### src/rtl/pipe_stage_reg.sv
// ---------------------------------------------------------------------------
// pipe_stage_reg
//
// Elastic inter-stage pipeline register carrying a control vector, a
// destination register index and NDATA data words from stage D to stage E.
// A two-entry store (OUT drives the E ports, SKD absorbs one extra bundle)
// lets the upstream side keep a registered ReadyD with no combinational path
// from ReadyE, while still sustaining one bundle per cycle.
//
// Ports:
//   Clk        in   rising-edge clock
//   Reset_n    in   asynchronous active-low reset, clears all storage
//   ValidD     in   upstream presents a valid bundle
//   ReadyD     out  a bundle can be accepted this cycle (registered state only)
//   CtrlD      in   [CTRL_W-1:0]        upstream control vector
//   WriteRegD  in   [REG_W-1:0]         upstream destination register
//   DataD      in   [NDATA*DATA_W-1:0]  upstream data words, word k at k*DATA_W
//   Flush      in   synchronous squash of held and incoming bundles
//   ValidE     out  output bundle valid
//   ReadyE     in   downstream accepts the output bundle this cycle
//   CtrlE      out  [CTRL_W-1:0]        output control vector
//   WriteRegE  out  [REG_W-1:0]         output destination register
//   DataE      out  [NDATA*DATA_W-1:0]  output data words
//   Occupancy  out  [1:0]               bundles held: 0, 1 or 2
// ---------------------------------------------------------------------------
module pipe_stage_reg #(
    parameter int unsigned CTRL_W      = 9,
    parameter int unsigned REG_W       = 5,
    parameter int unsigned DATA_W      = 32,
    parameter int unsigned NDATA       = 3,
    parameter bit          ZERO_BUBBLE = 1'b1
) (
    input  logic                    Clk,
    input  logic                    Reset_n,
    input  logic                    ValidD,
    output logic                    ReadyD,
    input  logic [CTRL_W-1:0]       CtrlD,
    input  logic [REG_W-1:0]        WriteRegD,
    input  logic [NDATA*DATA_W-1:0] DataD,
    input  logic                    Flush,
    output logic                    ValidE,
    input  logic                    ReadyE,
    output logic [CTRL_W-1:0]       CtrlE,
    output logic [REG_W-1:0]        WriteRegE,
    output logic [NDATA*DATA_W-1:0] DataE,
    output logic [1:0]              Occupancy
);

    localparam int unsigned BUS_W = NDATA * DATA_W;

    // Encoding doubles as the occupancy count.
    localparam logic [1:0] ST_EMPTY = 2'd0;
    localparam logic [1:0] ST_ONE   = 2'd1;
    localparam logic [1:0] ST_FULL  = 2'd2;

    logic [1:0]        state_q, state_d;

    logic [CTRL_W-1:0] out_ctrl_q, out_ctrl_d;
    logic [REG_W-1:0]  out_wreg_q, out_wreg_d;
    logic [BUS_W-1:0]  out_data_q, out_data_d;

    logic [CTRL_W-1:0] skd_ctrl_q, skd_ctrl_d;
    logic [REG_W-1:0]  skd_wreg_q, skd_wreg_d;
    logic [BUS_W-1:0]  skd_data_q, skd_data_d;

    logic              acc;
    logic              xfer;

    // ReadyD and ValidE come straight from the state register.
    assign ReadyD    = (state_q != ST_FULL);
    assign ValidE    = (state_q != ST_EMPTY);
    assign Occupancy = state_q;

    assign acc  = ValidD & ReadyD;
    assign xfer = ValidE & ReadyE;

    always_comb begin
        state_d    = state_q;
        out_ctrl_d = out_ctrl_q;
        out_wreg_d = out_wreg_q;
        out_data_d = out_data_q;
        skd_ctrl_d = skd_ctrl_q;
        skd_wreg_d = skd_wreg_q;
        skd_data_d = skd_data_q;

        if (Flush) begin
            // Held bundles and any same-cycle acceptance are dropped; the
            // data registers keep stale contents, which ValidE=0 hides.
            state_d = ST_EMPTY;
        end else begin
            case (state_q)
                ST_EMPTY: begin
                    if (acc) begin
                        out_ctrl_d = CtrlD;
                        out_wreg_d = WriteRegD;
                        out_data_d = DataD;
                        state_d    = ST_ONE;
                    end
                end
                ST_ONE: begin
                    if (acc && xfer) begin
                        out_ctrl_d = CtrlD;
                        out_wreg_d = WriteRegD;
                        out_data_d = DataD;
                    end else if (acc) begin
                        skd_ctrl_d = CtrlD;
                        skd_wreg_d = WriteRegD;
                        skd_data_d = DataD;
                        state_d    = ST_FULL;
                    end else if (xfer) begin
                        state_d    = ST_EMPTY;
                    end
                end
                ST_FULL: begin
                    // acc cannot be set here since ReadyD is low.
                    if (xfer) begin
                        out_ctrl_d = skd_ctrl_q;
                        out_wreg_d = skd_wreg_q;
                        out_data_d = skd_data_q;
                        state_d    = ST_ONE;
                    end
                end
                default: state_d = ST_EMPTY;
            endcase
        end
    end

    always_ff @(posedge Clk or negedge Reset_n) begin
        if (!Reset_n) begin
            state_q    <= ST_EMPTY;
            out_ctrl_q <= '0;
            out_wreg_q <= '0;
            out_data_q <= '0;
            skd_ctrl_q <= '0;
            skd_wreg_q <= '0;
            skd_data_q <= '0;
        end else begin
            state_q    <= state_d;
            out_ctrl_q <= out_ctrl_d;
            out_wreg_q <= out_wreg_d;
            out_data_q <= out_data_d;
            skd_ctrl_q <= skd_ctrl_d;
            skd_wreg_q <= skd_wreg_d;
            skd_data_q <= skd_data_d;
        end
    end

    // A bubble must never reach the register file or memory, so its control
    // and destination fields are masked; data words are left raw.
    assign CtrlE     = (ZERO_BUBBLE && !ValidE) ? '0 : out_ctrl_q;
    assign WriteRegE = (ZERO_BUBBLE && !ValidE) ? '0 : out_wreg_q;
    assign DataE     = out_data_q;

endmodule

### config.mk
export PLATFORM = sky130hd
export DESIGN_NAME = pipe_stage_reg
export DESIGN_NICKNAME = d
export VERILOG_FILES = /design/src/rtl/pipe_stage_reg.sv
export SDC_FILE = /design/constraint.sdc
export NUM_CORES = 1
export LEC_CHECK = 0
export BUFFER_PORTS_ARGS = -buffer_cell sky130_fd_sc_hd__buf_2
export CAP_MARGIN = 20
export CELL_PAD_IN_SITES_DETAIL_PLACEMENT = 1
export CELL_PAD_IN_SITES_GLOBAL_PLACEMENT = 1
export CORE_UTILIZATION = 45
export CTS_CLUSTER_DIAMETER = 40
export DETAILED_ROUTE_END_ITERATION = 12
export MAX_ROUTING_LAYER = met4
export PLACE_DENSITY_LB_ADDON = 0.1
export SLEW_MARGIN = 20
export SYNTH_ARGS = -nofsm -noshare
export SYNTH_HDL_FRONTEND = slang
export SYNTH_SLANG_ARGS = --single-unit
### constraint.sdc
create_clock -name Clk -period 2.07 [get_ports Clk]
set_input_delay 0.207 -clock Clk [delete_from_list [all_inputs] [get_ports Clk]]
set_output_delay 0.207 -clock Clk [all_outputs]
set_load 0.02 [all_outputs]
Word-level counts from Yosys, hierarchy flattened
Index checks and enable logic that the tools add are counted.
Storage, ports and cells
  flip-flop bits (word level): 222
  bits of input ports: 115
Cells by class
  equality and inequality tests: 10
  muxes and demuxes: 21
  bitwise gates (word level): 4
  reduce and logical (&&, ||, !) cells: 7
Operator list (count)
  two-way mux 96 bit: 3
  one-hot mux 96 bit (3 select lines): 1
  two-way mux 9 bit: 4
  one-hot mux 9 bit (3 select lines): 1
  two-way mux 5 bit: 4
  one-hot mux 5 bit (3 select lines): 1
  two-way mux 2 bit: 6
  inequality test 3 bit (second input constant): 3
  inequality test 2 bit (second input constant): 4
  AND reduction 4 bit: 2
  one-hot mux 2 bit (3 select lines): 1
  AND reduction 5 bit: 1
  inequality test 4 bit (second input constant): 1
  nonzero test 3 bit: 1
  bitwise AND 1 bit: 2
  equality test 2 x 1 -> 1 bit (second input constant): 1
  equality test 2 bit (second input constant): 1
  zero test 2 bit: 1
  inverter 1 bit: 2
  nonzero test 2 bit: 1
  logical AND 1 bit: 1

Longest topological paths before layout
Gate-level depths: netlist of run 1.
  depth after elaboration: 7
  gate-level depth with buffers: 6
  gate-level depth less buffers: 4

Worst setup path before layout of run 1
No wires, ideal clock.
  kind: register -> register
  from: register state_q[1], in the netlist Occupancy[1]
  to: register out_data_q[0], in the netlist DataE[0]
  library setup time: 125 ps
  data arrival time: 1648 ps
  data required time: 1945 ps
  slack: 298 ps
  cell stages (with the launch flop): 6
  buffers on the path: 2
  cell sequence: dfrtp_1 > nor2b_2 > buf_6 > buf_6 > mux2_4 > mux2_2
On the way
  cells in the longest elaborated chain, start to end: 5
  elaborated cells between the ends (all ways): 14
  classes of those cells: eq/ne: 6; mux: 1; bitwise: 2; reduce/logical: 5
RTL lines
  start, declared: line 56  | logic [1:0] state_q, state_d;
  start signal, assigned: line 138  | state_q <= state_d;
  inequality test 2 bit or nonzero test 2 bit (tied branches): line 70, 71
  bitwise AND 1 bit, on equally long branches: line 74, 75
  logical AND 1 bit: line 101  | if (acc && xfer) begin
  inequality test 2 bit (no line)
  AND reduction 5 bit (no line)
  end signal, assigned: line 141  | out_data_q <= out_data_d;
  end, declared: line 60  | logic [BUS_W-1:0] out_data_q, out_data_d;
Parallel ways exist; a longest one is shown, timed or not.
A chain may end at the register's enable or synchronous reset.

Worst setup path in the final report of run 1
  from: register state_q[0], in the netlist Occupancy[0]
  to: register state_q[1], in the netlist Occupancy[1]
On the way
  cells in the longest elaborated chain, start to end: 6
  elaborated cells between the ends (all ways): 17
  classes of those cells: eq/ne: 7; mux: 4; bitwise: 2; reduce/logical: 4
RTL lines
  inequality test 2 bit: line 70  | assign ReadyD = (state_q != ST_FULL);
  bitwise AND 1 bit: line 74  | assign acc = ValidD & ReadyD;
  two-way mux 2 bit: line 105  | end else if (acc) begin
  two-way mux 2 bit: line 101
  one-hot mux 2 bit (3 select lines): line 91  | case (state_q)
  two-way mux 2 bit: line 86  | if (Flush) begin
Parallel ways exist; a longest one is shown, timed or not. The select of a mux whose other input is x is not followed.

==> key figures, run 1 <==
Outcome
  • Status: complete, but fails checks
  • Failing checks: DRC

Run
  • MaxCap Viol Count: 0

Drt
  • Pre-antenna DRT Iters: 11
  • Vias: 6447
  • Routed len/inst: 20.0 um
  • Antenna viol nets, final: 0
  • Vias/cell: 5.02
  • DRC Markers: 15
  • Detailed Route WL: 25.6 mm
  • Initial drt markers: 165

STA
  • Tcrit/Tclk final: 0.965
  • Final setup violation count: 0
  • Crit path time final: 2.00 ns
  • Final hold violations: 0
  • RSZ-0062 raised after global routing: yes
  • Fin Clk Skew: 0.0131 ns
  • Worst-Margin Slew: 0.467 ns
  • Slew Limit Fails: 0
  • Max-slew headroom: 0.689
  • Max Clk Rate: 0.501 GHz

Global route
  • Total global routing overflow: 0
  • Tot GR Track Use: 0.236
  • First-pass GRT wire length: 41.7 mm
  • Number of global-route vias before repair: 7596
  • Largest net degree at the start of global routing: 65
  • Antenna violations before repair: 2

Yosys
  • Synth Instances: 620
  • Post-synth top area share: 0.548
  • Number of distinct library cells after synthesis: 22
  • YS warnings: 0
  • Number of synthesized register bits: 222
  • Syn_area_per_cell: 16.4 um2
  • Synth top area cells: dfrtp_1, mux2_2, mux2_4, mux2_1, buf_6
  • Post-synth top area cell: dfrtp_1
  • Register area share after synthesis: 0.548
  • Post-Syn Area: 10100 um2
  • Mapped Nets: 735

Worst setup path
  • CP arrival: 2.42 ns
  • Crit-path cells: nor2b_4 -> bufbuf_16 -> a21oi_1 -> nor3_1 -> dlygate4sd3_1
  • CP Launch Type: flop
  • CP Data Required Time: 2.50 ns
  • Top delay family on crit path: buffers and inverters
  • CP Buf/Inv Count: 2
  • CP endpoint kind: flop
  • Crit Path Class: reg2reg
  • Slowest cell on the critical path: dlygate4sd3_1
  • Critical Path Max Stage Delay: 0.58 ns
  • CP max FO: 19

Power
  • Power density cells: 1070 nW/um2
  • Combinational share of power: 0.193
  • Sw frac: 0.271
  • Leakage: 6.48 nW
  • Worst vdd ir: 0.927 mV
  • Switching power: 4.04 mW
  • Clock group share of total power: 0.407
  • P_int: 10.9 mW
  • Share of power burned in registers: 0.400

Floorplan
  • Initial core utilization: 0.462
  • Core region area: 22000 um2
  • Rows: 54
  • Die W: 152 um
  • Die ar.: 23200 um2
  • IO Pins: 229
  • Die Ht: 152 um

CTS
  • Root Driver: clkbuf_16
  • H-Tree Depth: 2
  • Clock slew at reported path FFs: 0.05 ns
  • CTS tree: built
  • Clock Latency Late Sink: 0.50 ns
  • Num CTS Buffers: 36
  • TritonCTS Sinks: 222
  • Clock Path Buffers: 3

Cells and area
  • Nets: 1092
  • Syn-to-layout area delta: 37.6%
  • Layout fillers: 2081
  • Post-layout util: 0.636
  • Non-filler cells, final: 1285
  • Layout cells sized above 1: 0.521

Placement
  • DPL Wire Length: 14.9 mm
  • Gpl congestion: 0.760
  • Placed cells: 1105
  • PortBufs: 228

Hold path
  • Worst Hold Class: in2reg
## worst paths after layout
kind	to	cells after the start	startpoint	slack, ns
min in group asynchronous	DataE[25]$_DFFE_PN0P_	2	Reset_n	0.24
worst min register to register	out_ctrl_q[8]$_DFFE_PN0P_	1	out_ctrl_q[8]$_DFFE_PN0P_	0.47
worst min-delay path	Occupancy[0]$_DFFE_PN0P_	4	ValidD	0.16
worst max register to register	Occupancy[1]$_DFFE_PN0P_	5	Occupancy[0]$_DFFE_PN0P_	0.07
worst max-delay path	Occupancy[1]$_DFFE_PN0P_	5	Occupancy[0]$_DFFE_PN0P_	0.07
max in group asynchronous	out_wreg_q[3]$_DFFE_PN0P_	3	Reset_n	1.14
## cells in the mapped netlist
master and instances:
mux2_2 130, buf_2 5, mux2_4 88, nor2_1 2, nand2b_2 1, nor3b_2 1, inv_1 2, dfrtp_1 222
a21oi_2 1, nand3b_1 1, a21oi_1 2, nor2b_1 14, clkbuf_1 1, o21a_1 1, nand2_1 2, buf_6 15
mux2_1 112, o22a_1 1, buf_4 12, nor2b_2 2, nor3_1 1, buf_8 4
## timing repair
action / in CTS / in global routing
setup buffers: 0 / 0
hold buffers: 114 / 0
setup endpoints to repair: 1 / 3
resized for setup: 0 / 1
endpoints found under the hold margin: 162 / 0
cloned: 1 / 0
## kinds of logic (layout without fill, tap and decap cells)
logic type,count (synthesis),count (layout),synth area share
mux,330,330,0.399
flops,222,222,0.548
buf+inv,39,422,0.0350
compound gates,5,5,0.00345
other cells,0,2,0
simple gates,24,24,0.0152
## per-layer routing
| layer | share of wire | up-vias | wire length (um) | global-route usage |
|---|---|---|---|---|
| li1 | - | 2936 | - | - |
| met1 | 0.41 | 3290 | 10500 | 0.277 |
| met2 | 0.52 | 172 | 13300 | 0.407 |
| met3 | 0.050 | 49 | 1280 | 0.0455 |
| met4 | 0.025 | 0 | 635 | 0.0777 |
| met5 | 0 | - | 0 | - |
## cell type report
cell class / count / area [um2] / share of cell area
Sequential cell: 222 / 5560 / 0.398
Multi-Input combinational cell: 359 / 4250 / 0.305
Clock buffer: 51 / 1050 / 0.0751
Tap cell: 280 / 350 / 0.0251
Inverter: 2 / 7.51 / 0.000538
Clock inverter: 13 / 179 / 0.0128
Antenna cell: 2 / 5.00 / 0.000358
Timing Repair Buffer: 356 / 2560 / 0.183
## power groups by stage
| stage | combinational [mW] | clock, mW | sequential [mW] |
|---|---|---|---|
| 4_1_cts | 2.90 | 6.21 | 5.96 |
| 6_report | 2.88 | 6.07 | 5.98 |
| 3_5_place_dp | 2.70 | 0 | 6.00 |
| 5_1_grt | 3.11 | 6.37 | 6.11 |
| 2_1_floorplan | 1.29 | 0 | 6.35 |
| 3_3_place_gp | 2.59 | 0 | 5.91 |
## flip-flops by register name, indices dropped and copies added, names as in the netlist
signal and count:
DataE 96, Occupancy 2, out_ctrl_q 9, out_wreg_q 5
skd_ctrl_q 9, skd_data_q 96, skd_wreg_q 5
## stage by stage
step	setup slack (ns)	instance area [um2]	power, mW	setup TNS, ns	hold slack (ns)
floorplan	0.298	10100	7.64	0	-0.0886
global placement	0.249	11600	8.50	0	0.160
detailed placement	0.143	11600	8.71	0	0.173
CTS	0.0556	14000	15.1	0	0.118
global route	-0.0104	14000	15.6	-0.0104	0.167
finish	0.0731	14000	14.9	0	0.162
## placed cells by master, fill, tap and decap left out, types with 4 or more instances in the layout
cell type,instances
clkbuf_1,7
mux2_1,112
dlygate4sd3_1,114
mux2_2,130
clkbuf_8,7
nor2b_1,14
buf_2,227
mux2_4,88
bufinv_16,4
buf_12,11
clkinv_2,5
dfrtp_1,221
clkbuf_16,37
## tightest hold or removal path: cells and delay by family
| kind | cells | cell delay [ns] |
|---|---|---|
| simple gates | 1 | 0.04 |
| compound gates | 2 | 0.27 |
| buf+inv | 1 | 0.10 |
Note: power is estimated with default switching activity, not from simulation.
==> inputs of run 2 (changes only) <==
--- a/config.mk
+++ b/config.mk
@@ -14,6 +14,7 @@
 export DETAILED_ROUTE_END_ITERATION = 12
 export MAX_ROUTING_LAYER = met4
 export PLACE_DENSITY_LB_ADDON = 0.1
+export SETUP_SLACK_MARGIN = 0.15
 export SLEW_MARGIN = 20
 export SYNTH_ARGS = -nofsm -noshare
 export SYNTH_HDL_FRONTEND = slang
==> run 2 against run 1 <==
The run still ends with DRC left. Design area grew 0.96%. Utilization increased by 0.61 points. Worst setup slack gained 0.11 ns. Clock power is essentially flat. Non-clock buffer count up 8. Critical endpoint is now DataE[34]$_DFFE_PN0P_. Highest routed layer unchanged.
==> key figures, run 2 (synthesized netlist as in run 1, its figures left out) <==
Outcome
  • Status: complete, but fails checks
  • Failing checks: DRC

STA
  • RSZ-0062 raised after global routing: yes
  • Max-slew headroom: 0.690 (+0.00128)
  • Crit path time final: 1.88 ns (-0.113 ns)
  • Fin Clk Skew: 0.0123 ns (-0.000840 ns)
  • Worst-Margin Slew: 0.465 ns (-0.00192 ns)
  • Tcrit/Tclk final: 0.910 (-0.0544)
  • Final hold slack: 0.154 ns (-0.00840 ns)
  • Slew Limit Fails: 0 (unchanged)
  • Final setup violation count: 0 (unchanged)
  • Max Clk Rate: 0.531 GHz (+6.0%)
  • Final hold violations: 0 (unchanged)
  • Post-Route Setup TNS: 0 ns (unchanged)

Floorplan
  • Die W: 152 um (unchanged)
  • Rows: 54 (unchanged)
  • Die Ht: 152 um (unchanged)
  • Core region area: 22000 um2 (unchanged)
  • Die ar.: 23200 um2 (unchanged)
  • Initial core utilization: 0.462 (unchanged)
  • IO Pins: 229 (unchanged)

Worst setup path
  • CP arrival: 2.26 ns (-0.16 ns)
  • CP endpoint kind: flop
  • Critical path endpoint: DataE[34]$_DFFE_PN0P_
  • CP Data Required Time: 2.45 ns (-0.05 ns)
  • CP max FO: 59 (+40)
  • Reg-to-Reg End: DataE[34]$_DFFE_PN0P_
  • Crit Path Class: reg2reg
  • Critical path origin: Occupancy[1]$_DFFE_PN0P_
  • CP Launch Type: flop
  • Reg2Reg Depth: 5 (unchanged)
  • Worst r2r src: Occupancy[1]$_DFFE_PN0P_
  • Flop2flop setup slack: 0.19 ns (+0.11 ns)

Global route
  • Tot GR Track Use: 0.237 (+0.000866)
  • First-pass GRT wire length: 41.9 mm (+0.56%)
  • Total global routing overflow: 0 (unchanged)
  • Number of global-route vias before repair: 7674 (+1.0%)
  • Antenna violations before repair: 3 (+1)
  • Largest net degree at the start of global routing: 65 (unchanged)

CTS
  • Clock Latency Late Sink: 0.50 ns (about the same)
  • Num CTS Buffers: 36 (unchanged)
  • Root Driver: clkbuf_16
  • H-Tree Depth: 2 (unchanged)
  • Clock Path Buffers: 3 (unchanged)
  • TritonCTS Sinks: 222 (unchanged)
  • Clock slew at reported path FFs: 0.05 ns (about the same)
  • CTS tree: built

Power
  • Leakage: 6.54 nW (+0.98%)
  • Power density cells: 1060 nW/um2 (-0.78%)
  • Worst vdd ir: 0.927 mV (about the same)

Cells and area
  • Commonest non-fill, non-tap cells in the layout: buf_2, dfrtp_1, mux2_2
  • Syn-to-layout area delta: 38.9%
  • Nets: 1100 (+0.73%)
  • Post-layout util: 0.642 (+0.00610)
  • Layout fillers: 2080 (-0.048%)
  • Commonest non-fill, non-tap cell in the layout: buf_2
  • Layout cells sized above 1: 0.526 (+0.00478)

Placement
  • Gpl congestion: 0.760 (unchanged)
  • PortBufs: 228 (unchanged)
  • DPL Wire Length: 14.9 mm (unchanged)

Hold path
  • Worst Hold Class: in2reg
  • Worst Hold Depth: 4 (unchanged)

Drt
  • Vias/cell: 5.05 (+0.72%)
  • DRC Markers: 15 (unchanged)
  • Routed len/inst: 20.5 um (+2.6%)
  • Pre-antenna DRT Iters: 9 (-2)
  • Detailed Route WL: 26.5 mm (+3.4%)
  • Antenna viol nets, final: 0 (unchanged)
  • Initial drt markers: 198 (+20%)
  • Vias: 6539 (+1.4%)

Run
  • MaxCap Viol Count: 0 (unchanged)
run 2: metrics by stage:
stage / setup slack (ns) / cells / instance area (um2) / total power [mW]
final: 0.186 / 1294 / 14100 / 15.0
after global routing: 0.0839 / 1294 / 14100 / 15.6
after CTS: 0.161 / 1287 / 14000 / 15.1
after detailed placement: 0.143 / 1105 / 11600 / 8.71
after global placement: 0.249 / 1105 / 11600 / 8.50
after floorplan: 0.298 / 620 / 10100 / 7.64
run 2: critical path, cell delays in order (launching register included):
cell	delay (ns)
dfrtp_2	0.43
nor2b_2	0.20
nand2_1	0.12
a21oi_4	0.23
buf_12	0.34
mux2_2	0.39
run 2: worst min-delay path by stage:
stage                        from  slack [ns]                        to
final                      ValidD        0.15  Occupancy[0]$_DFFE_PN0P_
after global routing       ValidD        0.16  Occupancy[0]$_DFFE_PN0P_
after detailed placement  Reset_n        0.17     DataE[25]$_DFFE_PN0P_
after global placement    Reset_n        0.16     DataE[25]$_DFFE_PN0P_
after floorplan           Reset_n       -0.09      DataE[0]$_DFFE_PN0P_
after CTS                  ValidD        0.11  Occupancy[0]$_DFFE_PN0P_
run 2: final cells by class:
type	instances	area (um2)	share of cell area
Clock buffer	51	1050	0.0744
Tap cell	280	350	0.0249
Antenna cell	3	7.51	0.000533
Clock inverter	13	179	0.0127
Multi-Input combinational cell	359	4250	0.302
Timing Repair Buffer	364	2690	0.191
Inverter	2	7.51	0.000533
Sequential cell	222	5560	0.394
run 2: layer usage:
| layer | vias up | wire length (um) | track usage |
|---|---|---|---|
| met1 | 3361 | 10700 | 0.272 |
| met3 | 47 | 1310 | 0.0458 |
| li1 | 2958 | - | - |
| met2 | 173 | 13900 | 0.413 |
| met5 | - | 0 | - |
| met4 | 0 | 632 | 0.0811 |
run 2: power breakdown:
group          total, mW  switching (mW)  internal [mW]  leakage (nW)
registers           5.99           0.577           5.41          2.67
clock network       6.06            2.05           4.02         0.604
logic               2.91            1.43           1.48          3.27
total               15.0            4.06           10.9          6.54
run 2: what timing repair did:
action,in CTS,in global routing
endpoints found under the setup margin,41,115
hold buffers,114,0
cloned,1,2
endpoints found under the hold margin,162,0
gates resized for setup,3,4
buffers inserted,3,2
